**src/rtl/muldiv_pkg.sv**
```systemverilog
//==============================================================================
// Module : muldiv_pkg
// Brief  : Shared encodings and sizing for the multiply/divide sequencer.
// Rev    : 1.0
//==============================================================================
`default_nettype none

package muldiv_pkg;

  localparam int ITER  = 32;
  localparam int CNT_W = $clog2(ITER);

  typedef enum logic [1:0] {
    S_IDLE = 2'd0,
    S_RUN  = 2'd1,
    S_FIX  = 2'd2,
    S_DONE = 2'd3
  } state_t;

  localparam logic OP_MULT = 1'b0;
  localparam logic OP_DIV  = 1'b1;

  // Magnitude of a two's-complement word; passes the raw value when en is low.
  function automatic logic [ITER-1:0] f_abs(input logic [ITER-1:0] v, input logic en);
    return (en && v[ITER-1]) ? (~v + 1'b1) : v;
  endfunction

endpackage

`default_nettype wire

```
**src/rtl/muldiv_iter_core.sv**
```systemverilog
//==============================================================================
// Module : muldiv_iter_core
// Brief  : 64-bit work register with one shift-add / restoring-divide step per cycle.
// Rev    : 1.0
//==============================================================================
`default_nettype none

module muldiv_iter_core
  import muldiv_pkg::*;
(
  input  logic              clk,
  input  logic              rst,
  input  logic              i_load,
  input  logic              i_step,
  input  logic              i_op,
  input  logic [ITER-1:0]   i_rs_mag,
  input  logic [ITER-1:0]   i_rt_mag,
  output logic [2*ITER-1:0] o_work
);

  localparam int W = ITER;

  logic              r_op;
  logic [W-1:0]      r_opnd;
  logic [2*W-1:0]    r_work;

  logic [W:0]        w_add;
  logic [W:0]        w_mhi;
  logic [W:0]        w_rem;
  logic [W:0]        w_diff;
  logic [2*W-1:0]    w_next;

  assign w_add  = {1'b0, r_work[2*W-1:W]} + {1'b0, r_opnd};
  assign w_mhi  = r_work[0] ? w_add : {1'b0, r_work[2*W-1:W]};
  // Shifted partial remainder needs one extra bit before the trial subtract.
  assign w_rem  = r_work[2*W-1:W-1];
  assign w_diff = w_rem - {1'b0, r_opnd};

  always_comb begin
    w_next = r_work;
    if (r_op == OP_DIV) begin
      if (!w_diff[W]) w_next = {w_diff[W-1:0], r_work[W-2:0], 1'b1};
      else            w_next = {w_rem[W-1:0],  r_work[W-2:0], 1'b0};
    end else begin
      w_next = {w_mhi, r_work[W-1:1]};
    end
  end

  always_ff @(posedge clk) begin
    if (rst) begin
      r_op   <= OP_MULT;
      r_opnd <= '0;
      r_work <= '0;
    end else if (i_load) begin
      r_op   <= i_op;
      r_opnd <= (i_op == OP_DIV) ? i_rt_mag : i_rs_mag;
      r_work <= {{W{1'b0}}, ((i_op == OP_DIV) ? i_rs_mag : i_rt_mag)};
    end else if (i_step) begin
      r_work <= w_next;
    end
  end

  assign o_work = r_work;

endmodule

`default_nettype wire

```
**src/rtl/muldiv_controller.sv**
```systemverilog
//==============================================================================
// Module : muldiv_controller
// Brief  : MULT/DIV sequencer with HI/LO commit and busy/done handshake.
//          Optional MULDIV_UNSIGNED_EN adds i_op_unsigned for MULTU/DIVU.
// Rev    : 1.0
//==============================================================================
`default_nettype none

module muldiv_controller
  import muldiv_pkg::*;
(
  input  logic            clk,
  input  logic            rst,
  input  logic            i_start,
  input  logic            i_op,
`ifdef MULDIV_UNSIGNED_EN
  input  logic            i_op_unsigned,
`endif
  input  logic [ITER-1:0] i_rs_val,
  input  logic [ITER-1:0] i_rt_val,
  output logic            o_busy,
  output logic            o_done,
  output logic            o_div_zero,
  output logic [ITER-1:0] o_hi,
  output logic [ITER-1:0] o_lo
);

  localparam int W = ITER;

  state_t           r_state;
  logic [CNT_W-1:0] r_cnt;
  logic             r_op;
  logic             r_neg_q;
  logic             r_neg_r;
  logic             r_busy;
  logic             r_done;
  logic             r_dz;
  logic [W-1:0]     r_hi;
  logic [W-1:0]     r_lo;

  logic             w_signed;
  logic             w_div_zero;
  logic             w_load;
  logic [W-1:0]     w_rs_mag;
  logic [W-1:0]     w_rt_mag;
  logic [2*W-1:0]   w_work;
  logic [2*W-1:0]   w_prod;
  logic [W-1:0]     w_quo;
  logic [W-1:0]     w_rem;

`ifdef MULDIV_UNSIGNED_EN
  assign w_signed = ~i_op_unsigned;
`else
  assign w_signed = 1'b1;
`endif

  assign w_rs_mag   = f_abs(i_rs_val, w_signed);
  assign w_rt_mag   = f_abs(i_rt_val, w_signed);
  assign w_div_zero = (i_op == OP_DIV) && (i_rt_val == '0);
  assign w_load     = (r_state == S_IDLE) && i_start && !w_div_zero;

  muldiv_iter_core u_core (
    .clk      (clk),
    .rst      (rst),
    .i_load   (w_load),
    .i_step   (r_state == S_RUN),
    .i_op     (i_op),
    .i_rs_mag (w_rs_mag),
    .i_rt_mag (w_rt_mag),
    .o_work   (w_work)
  );

  // Sign corrections; the magnitude datapath is sign-agnostic.
  assign w_prod = r_neg_q ? (~w_work + 1'b1) : w_work;
  assign w_quo  = r_neg_q ? (~w_work[W-1:0] + 1'b1) : w_work[W-1:0];
  assign w_rem  = r_neg_r ? (~w_work[2*W-1:W] + 1'b1) : w_work[2*W-1:W];

  always_ff @(posedge clk) begin
    if (rst) begin
      r_state <= S_IDLE;
      r_cnt   <= '0;
      r_op    <= OP_MULT;
      r_neg_q <= 1'b0;
      r_neg_r <= 1'b0;
      r_busy  <= 1'b0;
      r_done  <= 1'b0;
      r_dz    <= 1'b0;
      r_hi    <= '0;
      r_lo    <= '0;
    end else begin
      case (r_state)
        S_IDLE: begin
          if (i_start) begin
            r_busy <= 1'b1;
            if (w_div_zero) begin
              r_dz    <= 1'b1;
              r_done  <= 1'b1;
              r_state <= S_DONE;
            end else begin
              r_op    <= i_op;
              r_neg_q <= w_signed & (i_rs_val[W-1] ^ i_rt_val[W-1]);
              r_neg_r <= w_signed & i_rs_val[W-1];
              r_cnt   <= '0;
              r_state <= S_RUN;
            end
          end
        end
        S_RUN: begin
          r_cnt <= r_cnt + CNT_W'(1);
          if (r_cnt == CNT_W'(ITER - 1)) r_state <= S_FIX;
        end
        S_FIX: begin
          if (r_op == OP_DIV) begin
            r_hi <= w_rem;
            r_lo <= w_quo;
          end else begin
            r_hi <= w_prod[2*W-1:W];
            r_lo <= w_prod[W-1:0];
          end
          r_done  <= 1'b1;
          r_state <= S_DONE;
        end
        S_DONE: begin
          r_done  <= 1'b0;
          r_dz    <= 1'b0;
          r_busy  <= 1'b0;
          r_state <= S_IDLE;
        end
        default: r_state <= S_IDLE;
      endcase
    end
  end

  assign o_busy     = r_busy;
  assign o_done     = r_done;
  assign o_div_zero = r_dz;
  assign o_hi       = r_hi;
  assign o_lo       = r_lo;

endmodule

`default_nettype wire

```
**config.mk**
```make
export PLATFORM = sky130hd
export DESIGN_NAME = muldiv_controller
export DESIGN_NICKNAME = d
export VERILOG_FILES = /design/src/rtl/muldiv_pkg.sv /design/src/rtl/muldiv_iter_core.sv /design/src/rtl/muldiv_controller.sv
export SDC_FILE = /design/constraint.sdc
export NUM_CORES = 1
export LEC_CHECK = 0
export BUFFER_PORTS_ARGS = -buffer_cell sky130_fd_sc_hd__buf_2
export CORE_MARGIN = 2
export CORE_UTILIZATION = 48
export CTS_BUF_LIST = sky130_fd_sc_hd__clkbuf_8
export DETAILED_ROUTE_END_ITERATION = 16
export GPL_ROUTABILITY_DRIVEN = 0
export PLACE_DENSITY = 0.67
export SKIP_LAST_GASP = 1
export SYNTH_ARGS = -nofsm -noshare
export SYNTH_HDL_FRONTEND = slang
export SYNTH_SLANG_ARGS = --single-unit
export TNS_END_PERCENT = 1
```
**constraint.sdc**
```tcl
create_clock -name clk -period 11.8 [get_ports clk]
set_clock_uncertainty 0.2 [all_clocks]
set_input_delay 2.36 -clock clk [delete_from_list [all_inputs] [get_ports clk]]
set_output_delay 2.36 -clock clk [all_outputs]
set_load 0.1 [all_outputs]
```
==> results.md, run 1 <==
* Worst endpoint required time at 12.03 ns
* Fin worst setup slack at 5.39 ns
* Netlist Area Pre-Place at 0.0143 mm2
* Area Overhead vs Synth at 8.31%
* Share of cells above drive strength 1 at 0.109
* Post-DRT Antenna Nets at 0
* First-pass GRT wire length at 69500 um
* Post-DR vias/cell at 6.15
* Startpoint types: primary input
* Hold path endpoint: o_lo[27]
* Grt ovf at 0
* Seq/Total Area, Yosys at 0.244
* First DRT Iteration DRCs at 1494
* Syn_nets at 2046
* Core Rows at 63
* Initial DRT Pass Iterations at 5
* Largest net degree at the start of global routing at 93
* Die W at 177 um
* Final Core Density at 0.525
* Slew Limit Fails at 0
* R2r setup slk at 6.95 ns
* Tcrit/Tclk final at 0.543
* Final TNS setup at 0 ns
* Most frequent cells in the layout: nand2_1, nor2_1, dfxtp_1
* Nets at 2070
* RSZ-0062 raised after global routing: no
* CTS Buffer Depth at 2
* Worst-path clk slew at 0.10 ns
* Async set-reset flop share out of synthesis at 0
* Vias at 14329
* # Post-CTS Setup Buffers at 0
* Worst IR drop on VDD at 0.000160 V
* Die footprint at 0.0312 mm2
* Initial antenna violation count at 0
* Crit-path slowest cell: clkinv_1
* Total track usage at 0.280
* Most frequent CP cell: buf_4
* Critical path type: primary input to flip-flop
* Synth Area per Inst at 7.52 um2
* Arrival @ worst endpoint at 6.64 ns
* Clk Latency, worst-skew pair at 0.49 ns
* CTS tree: yes
* Endpoints failing setup at 0
* Final hold violations at 0
* Maximum clock frequency at 0.156 GHz
* Max incr delay on CP at 1.04 ns
* Slew HR at 0.239
* LEAKAGE at 6.25 nW
* Design Power at 3.90 mW
* Vias in the first global route at 12536
* I/O Pins at 135
* DRC errors left at 0
* Pre-CTS setup slack at 5.02 ns
* Worst slew pin tran at 1.14 ns
* Sink Count at 174
* Syn Inst Count at 1902
* DR WL/cell at 19.0 um
* Worst Hold Path Cells at 2
* H-tree levels at 4
* Core ar. at 0.0295 mm2
* Worst Setup End Kind: flip-flop
* Drt total wl at 44300 um
* Root buffer selected by CTS: clkbuf_8
* Post-synth EDFFs at 0
* Pwr dens at 252 mW/mm2
* HP Class: flip-flop to flip-flop
* CTS resizes at 0
* MaxCap Viol Count at 0
* Crit path time final at 6.41 ns
* Most common cell after layout, fill and taps aside: nand2_1
* Chip height at 177 um
* Distinct cell type count after synthesis at 80
* Main synth FF type: dfxtp_1
* Status: finished clean
* Cell Chain, Critical Path: buf_2, buf_4, clkinv_1, nor4b_4, nor2_4, buf_4, nor2_2, nand2_1, a21oi_1, a32o_1
* Crit Path Max Fanout at 91
* Hold WS at 0.287 ns
* Hold Buf Count CTS at 0
* Port bufs at 134
* Yosys warning count at 0
* Detail Placement HPWL at 33400 um
* HP Start: o_lo[27]
* FF-to-FF End: u_core.o_work[58]
* Initial Utilization at 0.485
* Yosys reg bits at 174
* CTS Buf Count at 17
* Worst R2R Path Depth at 14
* Reg-to-Reg Start: u_core.o_work[31]
[cell type report]
cell class / instances / area (um2)
sequential: 174 / 3490
inverter: 56 / 210
clock inverter: 15 / 208
antenna: 1 / 2.50
fill: 2900 / 14000
clock buffer: 17 / 234
multi-input combinational: 1531 / 10100
tap: 390 / 488
timing repair buffer: 146 / 763
[cells in the mapped netlist, types with 11 or more instances]
master    count  area (um2)
o21ai_0     118         591
mux2i_1      84         841
nand2_1     224         841
dfxtp_1     174        3480
nor2_1      193         724
a21oi_1     149         746
nor3_1       27         135
nand2b_1     19         119
o31ai_1      24         180
a21o_1       31         233
nand4_1      16         100
xor2_1      100         876
a211oi_1     80         601
xnor2_1      72         631
a31oi_1      14        87.6
nor2b_1      12        75.1
or4_1        15         113
clkbuf_1    125         469
inv_1        54         203
nor4_1       11        68.8
nand3_1      21         105
o41ai_1      21         184
ha_1         74         926
or3_1        15        93.8
o211ai_1     69         518
[per-stage QoR]
step | instance area, um2 | cells
global route | 15500 | 2329
global placement | 15000 | 2297
detailed placement | 15000 | 2297
finish | 15500 | 2330
floorplan | 14300 | 1902
CTS | 15500 | 2329
[flip-flops by register name, indices dropped and copies added (netlist names), 2 cells and up]
signal         flops
u_core.r_opnd     32
r_cnt              5
o_hi              32
o_lo              32
u_core.o_work     64
r_state            2
[cell families (layout without fill, tap and decap cells)]
kind of cell               count (synthesis)  count (layout)  synth area share
muxes                                     87              87            0.0611
AOI/OAI and AO/OA                        597             597             0.275
other                                      0               1                 0
DFF                                      174             174             0.244
buffers and inverters                    197             234            0.0531
and+or+nand+nor                          599             599             0.195
xor gates and xnor gates                 172             172             0.105
adders and majority gates                 76              76            0.0675
[where the power goes]
part / total [mW] / internal [mW] / switching [mW]
clock: 0.476 / 0.234 / 0.242
combinational: 2.47 / 0.792 / 1.68
sequential: 0.951 / 0.735 / 0.215
total: 3.90 / 1.76 / 2.14
[worst max-delay path by stage]
stage	startpoint	cells past startpoint	slack (ns)	to
finish	i_op	10	5.39	u_core.o_work[37]
global route	i_op	10	5.00	u_core.o_work[39]
CTS	i_op	10	5.53	u_core.o_work[37]
detailed placement	i_op	10	5.02	u_core.o_work[37]
global placement	i_op	10	5.11	u_core.o_work[44]
floorplan	i_rs_val[8]	10	6.33	u_core.o_work[29]
[routing by layer]
layer	up-vias	wire length (um)	global-route usage
met5	-	0	0
met3	62	3240	0.0350
met4	0	950	0.0747
met1	6738	21200	0.422
li1	6963	-	-
met2	566	18900	0.418
[worst max-delay path, delay by kind of cell]
kind	cells	cell delay, ns
buffers and inverters	4	2.08
AO/OA/AOI/OAI	2	0.37
AND/OR/NAND/NOR	4	1.79
Note: power is estimated with default switching activity, not from simulation.
==> run 2, diff against run 1 <==
==> constraint.sdc (replaced) <==
create_clock -name clk -period 6.2 [get_ports clk]
set_clock_uncertainty 0.2 [all_clocks]
set_input_delay 1.24 -clock clk [delete_from_list [all_inputs] [get_ports clk]]
set_output_delay 1.24 -clock clk [all_outputs]
set_load 0.1 [all_outputs]
==> results.md, run 2 (synthesis results as in run 1) <==
* Grt ovf at 0 (unchanged)
* Sink Count at 174 (unchanged)
* Seq. cell area at 0.00349 mm2 (unchanged)
* Vias in the first global route at 13230 (+5.5%)
* Area Overhead vs Synth at 8.44%
* HP Class: flip-flop to flip-flop
* Final TNS setup at 0 ns (unchanged)
* DRC errors left at 0 (unchanged)
* Arrival @ worst endpoint at 5.10 ns (-1.54 ns)
* Vias at 14496 (+1.2%)
* Tcrit/Tclk final at 0.790
* Maximum clock frequency at 0.204 GHz
* Detail Placement HPWL at 33700 um (+0.84%)
* Worst IR drop on VDD at 0.000234 V (+46%)
* Post-DRT Antenna Nets at 0 (unchanged)
* Slew HR at 0.255 (+0.0163)
* Die W at 177 um (unchanged)
* Most frequent cells in the layout: nand2_1, nor2_1, dfxtp_1
* Drt total wl at 45600 um (+2.9%)
* Slew Limit Fails at 0 (unchanged)
* Total track usage at 0.293 (+0.0122)
* Die footprint at 0.0312 mm2 (unchanged)
* LEAKAGE at 6.27 nW (+0.40%)
* Endpoints failing setup at 0 (unchanged)
* Nets at 2075 (+0.24%)
* Worst endpoint required time at 6.41 ns (-5.62 ns)
* Startpoint types: primary input
* Fin worst setup slack at 1.30 ns (-4.09 ns)
* Initial antenna violation count at 0 (unchanged)
* Multi-input gate area at 0.0101 mm2 (unchanged)
* Pre-CTS setup slack at 0.938 ns (-4.08 ns)
* Chip height at 177 um (unchanged)
* Worst-path clk slew at 0.11 ns (about the same)
* First DRT Iteration DRCs at 1643 (+10%)
* Worst Setup End Kind: flip-flop
* Status: finished clean
* Core Rows at 63 (unchanged)
* CTS tree: yes
* RSZ-0062 raised after global routing: no
* Cell Chain, Critical Path: buf_2, inv_1, ha_1, nor4b_1, nand4_1, or4_4, nor4b_4, or2_2, nand2b_1, nor2_4, nand2_1, o2111a_1, a211oi_2
* Max incr delay on CP at 0.55 ns (-0.49 ns)
* CTS Buf Count at 17 (unchanged)
* Critical path type: primary input to flip-flop
* Clk Latency, worst-skew pair at 0.50 ns (about the same)
* MaxCap Viol Count at 0 (unchanged)
* Pwr dens at 476 mW/mm2 (+89%)
* Final hold violations at 0 (unchanged)
* CTS resizes at 0 (unchanged)
* Largest net degree at the start of global routing at 91 (-2.2%)
* Share of cells above drive strength 1 at 0.112 (+0.00229)
* Critical path buffer and inverter count at 2 (-2)
* Max FFs per register at 64 (unchanged)
* Most common cell after layout, fill and taps aside: nand2_1
* I/O Pins at 135 (unchanged)
* Crit Path Max Fanout at 12 (-87%)
* Fillers at 2899 (-0.034%)
* Initial DRT Pass Iterations at 7 (+2)
* Hold WS at 0.287 ns (+0.000388 ns)
* Hold Buf Count CTS at 0 (unchanged)
* Crit-path slowest cell: or4_4
* DR WL/cell at 19.5 um (+2.8%)
* Initial Utilization at 0.485 (unchanged)
* CTS Buffer Depth at 2 (unchanged)
* Design Power at 7.38 mW (+89%)
* Crit path time final at 4.90 ns
* Post-DR vias/cell at 6.21 (+0.99%)
* H-tree levels at 4 (unchanged)
* Port bufs at 134 (unchanged)
* ANT cells at 0 (-1)
* # Post-CTS Setup Buffers at 0 (unchanged)
* Root buffer selected by CTS: clkbuf_8
* Delay-heaviest family, CP: simple AND/OR/NAND/NOR gates
* Worst slew pin tran at 1.12 ns (-0.0244 ns)
* Core ar. at 0.0295 mm2 (unchanged)
* First-pass GRT wire length at 72600 um (+4.5%)
[run 2: worst register-to-register path: cells and delay by family (launching register included)]
| kind | cells | cell delay (ns) |
|---|---|---|
| fa+ha+maj | 2 | 0.63 |
| buf+inv | 2 | 0.50 |
| simple gates | 1 | 0.19 |
| compound gates | 7 | 2.08 |
| flops | 1 | 0.52 |
| mux | 2 | 0.53 |
[run 2: final cells by class]
type	instances	area share
clock buffers	17	0.0151
clock inverters	15	0.0123
inverters	56	0.0136
multi-input cells	1531	0.651
flip-flops and latches	174	0.225
well taps	390	0.0315
repair buffers	151	0.0516
[run 2: worst paths after layout]
| path | start | endpoint | slack, ns | cells past startpoint |
|---|---|---|---|---|
| worst max-delay path | i_rt_val[0] | u_core.o_work[42] | 1.30 | 13 |
| worst min-delay path | o_lo[19] | o_lo[19] | 0.29 | 2 |
| worst max register to register | u_core.o_work[31] | u_core.o_work[36] | 1.49 | 14 |
| worst min register to register | o_lo[19] | o_lo[19] | 0.29 | 2 |
[run 2: report_power, final]
group	total [mW]	leakage [nW]	switching [mW]	internal, mW
sequential	1.84	1.42	0.438	1.40
clock	0.870	0.210	0.524	0.346
combinational	4.68	4.64	3.16	1.52
[run 2: metal layers]
layer	wire length, um	share of wire	up-vias	global-route usage
met5	0	0	-	0
met4	1620	0.035	0	0.112
met3	3710	0.081	118	0.0513
met2	20000	0.44	635	0.461
met1	20200	0.44	6756	0.398
li1	-	-	6987	-
[run 2: stage by stage]
step	cell area, um2	util	instances
after floorplan	14300	-	1902
after global placement	15100	0.512	2302
after detailed placement	15100	0.512	2302
after CTS	15500	0.526	2334
after global routing	15500	0.526	2334
final	15500	0.526	2334
==> run 3, diff against run 2 <==
==> constraint.sdc (replaced) <==
create_clock -name clk -period 4.8 [get_ports clk]
set_clock_uncertainty 0.2 [all_clocks]
set_input_delay 0.96 -clock clk [delete_from_list [all_inputs] [get_ports clk]]
set_output_delay 0.96 -clock clk [all_outputs]
set_load 0.1 [all_outputs]
==> results.md, run 3 (synthesis results as in run 1) <==
* Status: finished clean
* First-pass GRT wire length at 70200 um (-3.4%)
* DP Cell Count at 2329 (+1.2%)
* Clk Latency, worst-skew pair at 0.49 ns (about the same)
* Seq pwr share at 0.240 (-0.009)
* Critical path type: flip-flop to flip-flop
* Total track usage at 0.284 (-0.00854)
* Largest net degree at the start of global routing at 91 (unchanged)
* Core ar. at 0.0295 mm2 (unchanged)
* CTS Buf Count at 17 (unchanged)
* Die W at 177 um (unchanged)
* Pwr dens at 609 mW/mm2 (+28%)
* Initial DRT Pass Iterations at 5 (-2)
* Vias in the first global route at 13067 (-1.2%)
* Post-DRT Antenna Nets at 0 (unchanged)
* Crit-path slowest cell: o41ai_1
* Startpoint types: flip-flop
* DRC errors left at 0 (unchanged)
* DR WL/cell at 19.0 um (-2.7%)
* Endpoints failing setup at 0 (unchanged)
* Fin area at 0.0157 mm2 (+1.1%)
* ANT cells at 0 (unchanged)
* Hold Buf Count CTS at 0 (unchanged)
* Port bufs at 134 (unchanged)
* Share of cells above drive strength 1 at 0.124 (+0.0122)
* Max incr delay on CP at 0.68 ns (+0.13 ns)
* Tcrit/Tclk final at 0.928
* Max FFs per register at 64 (unchanged)
* Arrival @ worst endpoint at 4.63 ns (-0.47 ns)
* Final hold violations at 0 (unchanged)
* CTS Buffer Depth at 2 (unchanged)
* CTS resizes at 0 (unchanged)
* RSZ-0062 raised after global routing: no
* Non-filler cells, final at 2361 (+1.2%)
* # Post-CTS Setup Buffers at 0 (unchanged)
* Initial antenna violation count at 0 (unchanged)
* Core Rows at 63 (unchanged)
* Final TNS setup at 0 ns (unchanged)
* LEAKAGE at 6.40 nW (+2.0%)
* Die footprint at 0.0312 mm2 (unchanged)
* Root buffer selected by CTS: clkbuf_8
* Fillers at 2933 (+1.2%)
* CTS tree: yes
* Sink Count at 174 (unchanged)
* Design Power at 9.55 mW (+29%)
* Most frequent cells in the layout: nand2_1, nor2_1, dfxtp_1
* MaxCap Viol Count at 0 (unchanged)
* Chip height at 177 um (unchanged)
* Placed cell area at 0.0153 mm2 (+1.3%)
* Hold WS at 0.285 ns (-0.00220 ns)
* Area Overhead vs Synth at 9.64%
* Clock Power Share at 0.109 (-0.009)
* Worst slew pin tran at 1.10 ns (-0.0216 ns)
* Post-DR vias/cell at 6.09 (-1.9%)
* Gate power share at 0.650 (+0.017)
* Critical path buffer and inverter count at 0 (-2)
* P_sw at 5.31 mW (+29%)
* Sw Ratio at 0.556 (-0.00261)
* Detail Placement HPWL at 34000 um (+0.99%)
* Worst endpoint required time at 4.98 ns (-1.43 ns)
* Most common cell after layout, fill and taps aside: nand2_1
* Delay-heaviest family, CP: compound AO/OA/AOI/OAI gates
* Slew HR at 0.268 (+0.0127)
* Pint at 4.24 mW (+30%)
* Crit path time final at 4.45 ns
* Worst-path clk slew at 0.11 ns (about the same)
* Grt ovf at 0 (unchanged)
* Vias at 14380 (-0.80%)
* Drt total wl at 44900 um (-1.6%)
* I/O Pins at 135 (unchanged)
* HP Class: flip-flop to flip-flop
* Worst Setup End Kind: flip-flop
* First DRT Iteration DRCs at 1345 (-18%)
* Nets at 2102 (+1.3%)
* Cell Chain, Critical Path: ha_1, a21o_1, or3_1, o21ai_0, a31oi_1, o41ai_1, o22ai_1, a211oi_1, xor2_1, o211ai_1, a22o_1
* H-tree levels at 4 (unchanged)
* Initial Utilization at 0.485 (unchanged)
* Maximum clock frequency at 0.225 GHz
* Crit Path Max Fanout at 8 (-4)
* Slew Limit Fails at 0 (unchanged)
* Worst IR drop on VDD at 0.000403 V (+73%)
-- run 3: layout make-up --
| class | count | area (um2) | share of cell area |
|---|---|---|---|
| inverter | 56 | 210 | 0.0134 |
| clock buffer | 18 | 248 | 0.0158 |
| tap | 390 | 488 | 0.0311 |
| sequential | 174 | 3490 | 0.222 |
| timing repair buffer | 178 | 1000 | 0.0640 |
| clock inverter | 14 | 146 | 0.00934 |
| multi-input combinational | 1531 | 10100 | 0.644 |
-- run 3: stage by stage --
step / utilization / setup slack [ns]
6_report: 0.532 / 0.347
5_1_grt: 0.532 / 0.117
4_1_cts: 0.532 / 0.477
3_5_place_dp: 0.519 / 0.270
3_3_place_gp: 0.519 / 0.335
2_1_floorplan: - / 0.726
-- run 3: layer usage --
metal	routed length (um)	share of wire	global-route usage	vias to the layer above
met1	20200	0.45	0.394	6650
met2	19300	0.43	0.434	590
li1	-	-	-	7021
met3	3610	0.080	0.0447	119
met5	0	0	0	-
met4	1820	0.041	0.127	0
-- run 3: tightest hold or removal path: cells and delay by family, from the launching register on --
kind | cells | cell delay, ns
compound gates | 1 | 0.05
flops | 1 | 0.32
simple gates | 1 | 0.08
-- run 3: worst paths after layout --
| path | from | end | slack (ns) | depth (start not counted) |
|---|---|---|---|---|
| max | u_core.o_work[35] | u_core.o_work[59] | 0.35 | 11 |
| min | o_hi[16] | o_hi[16] | 0.29 | 2 |
| max reg2reg | u_core.o_work[35] | u_core.o_work[59] | 0.35 | 11 |
| min reg2reg | o_hi[16] | o_hi[16] | 0.29 | 2 |
-- run 3: power by group through the flow --
stage               clock [mW]  sequential (mW)  combinational, mW
finish                    1.04             2.29               6.21
floorplan                    0             3.21               3.80
global placement             0             2.30               6.06
detailed placement           0             2.31               6.13
global route              1.12             2.33               6.73
CTS                       1.06             2.27               6.15
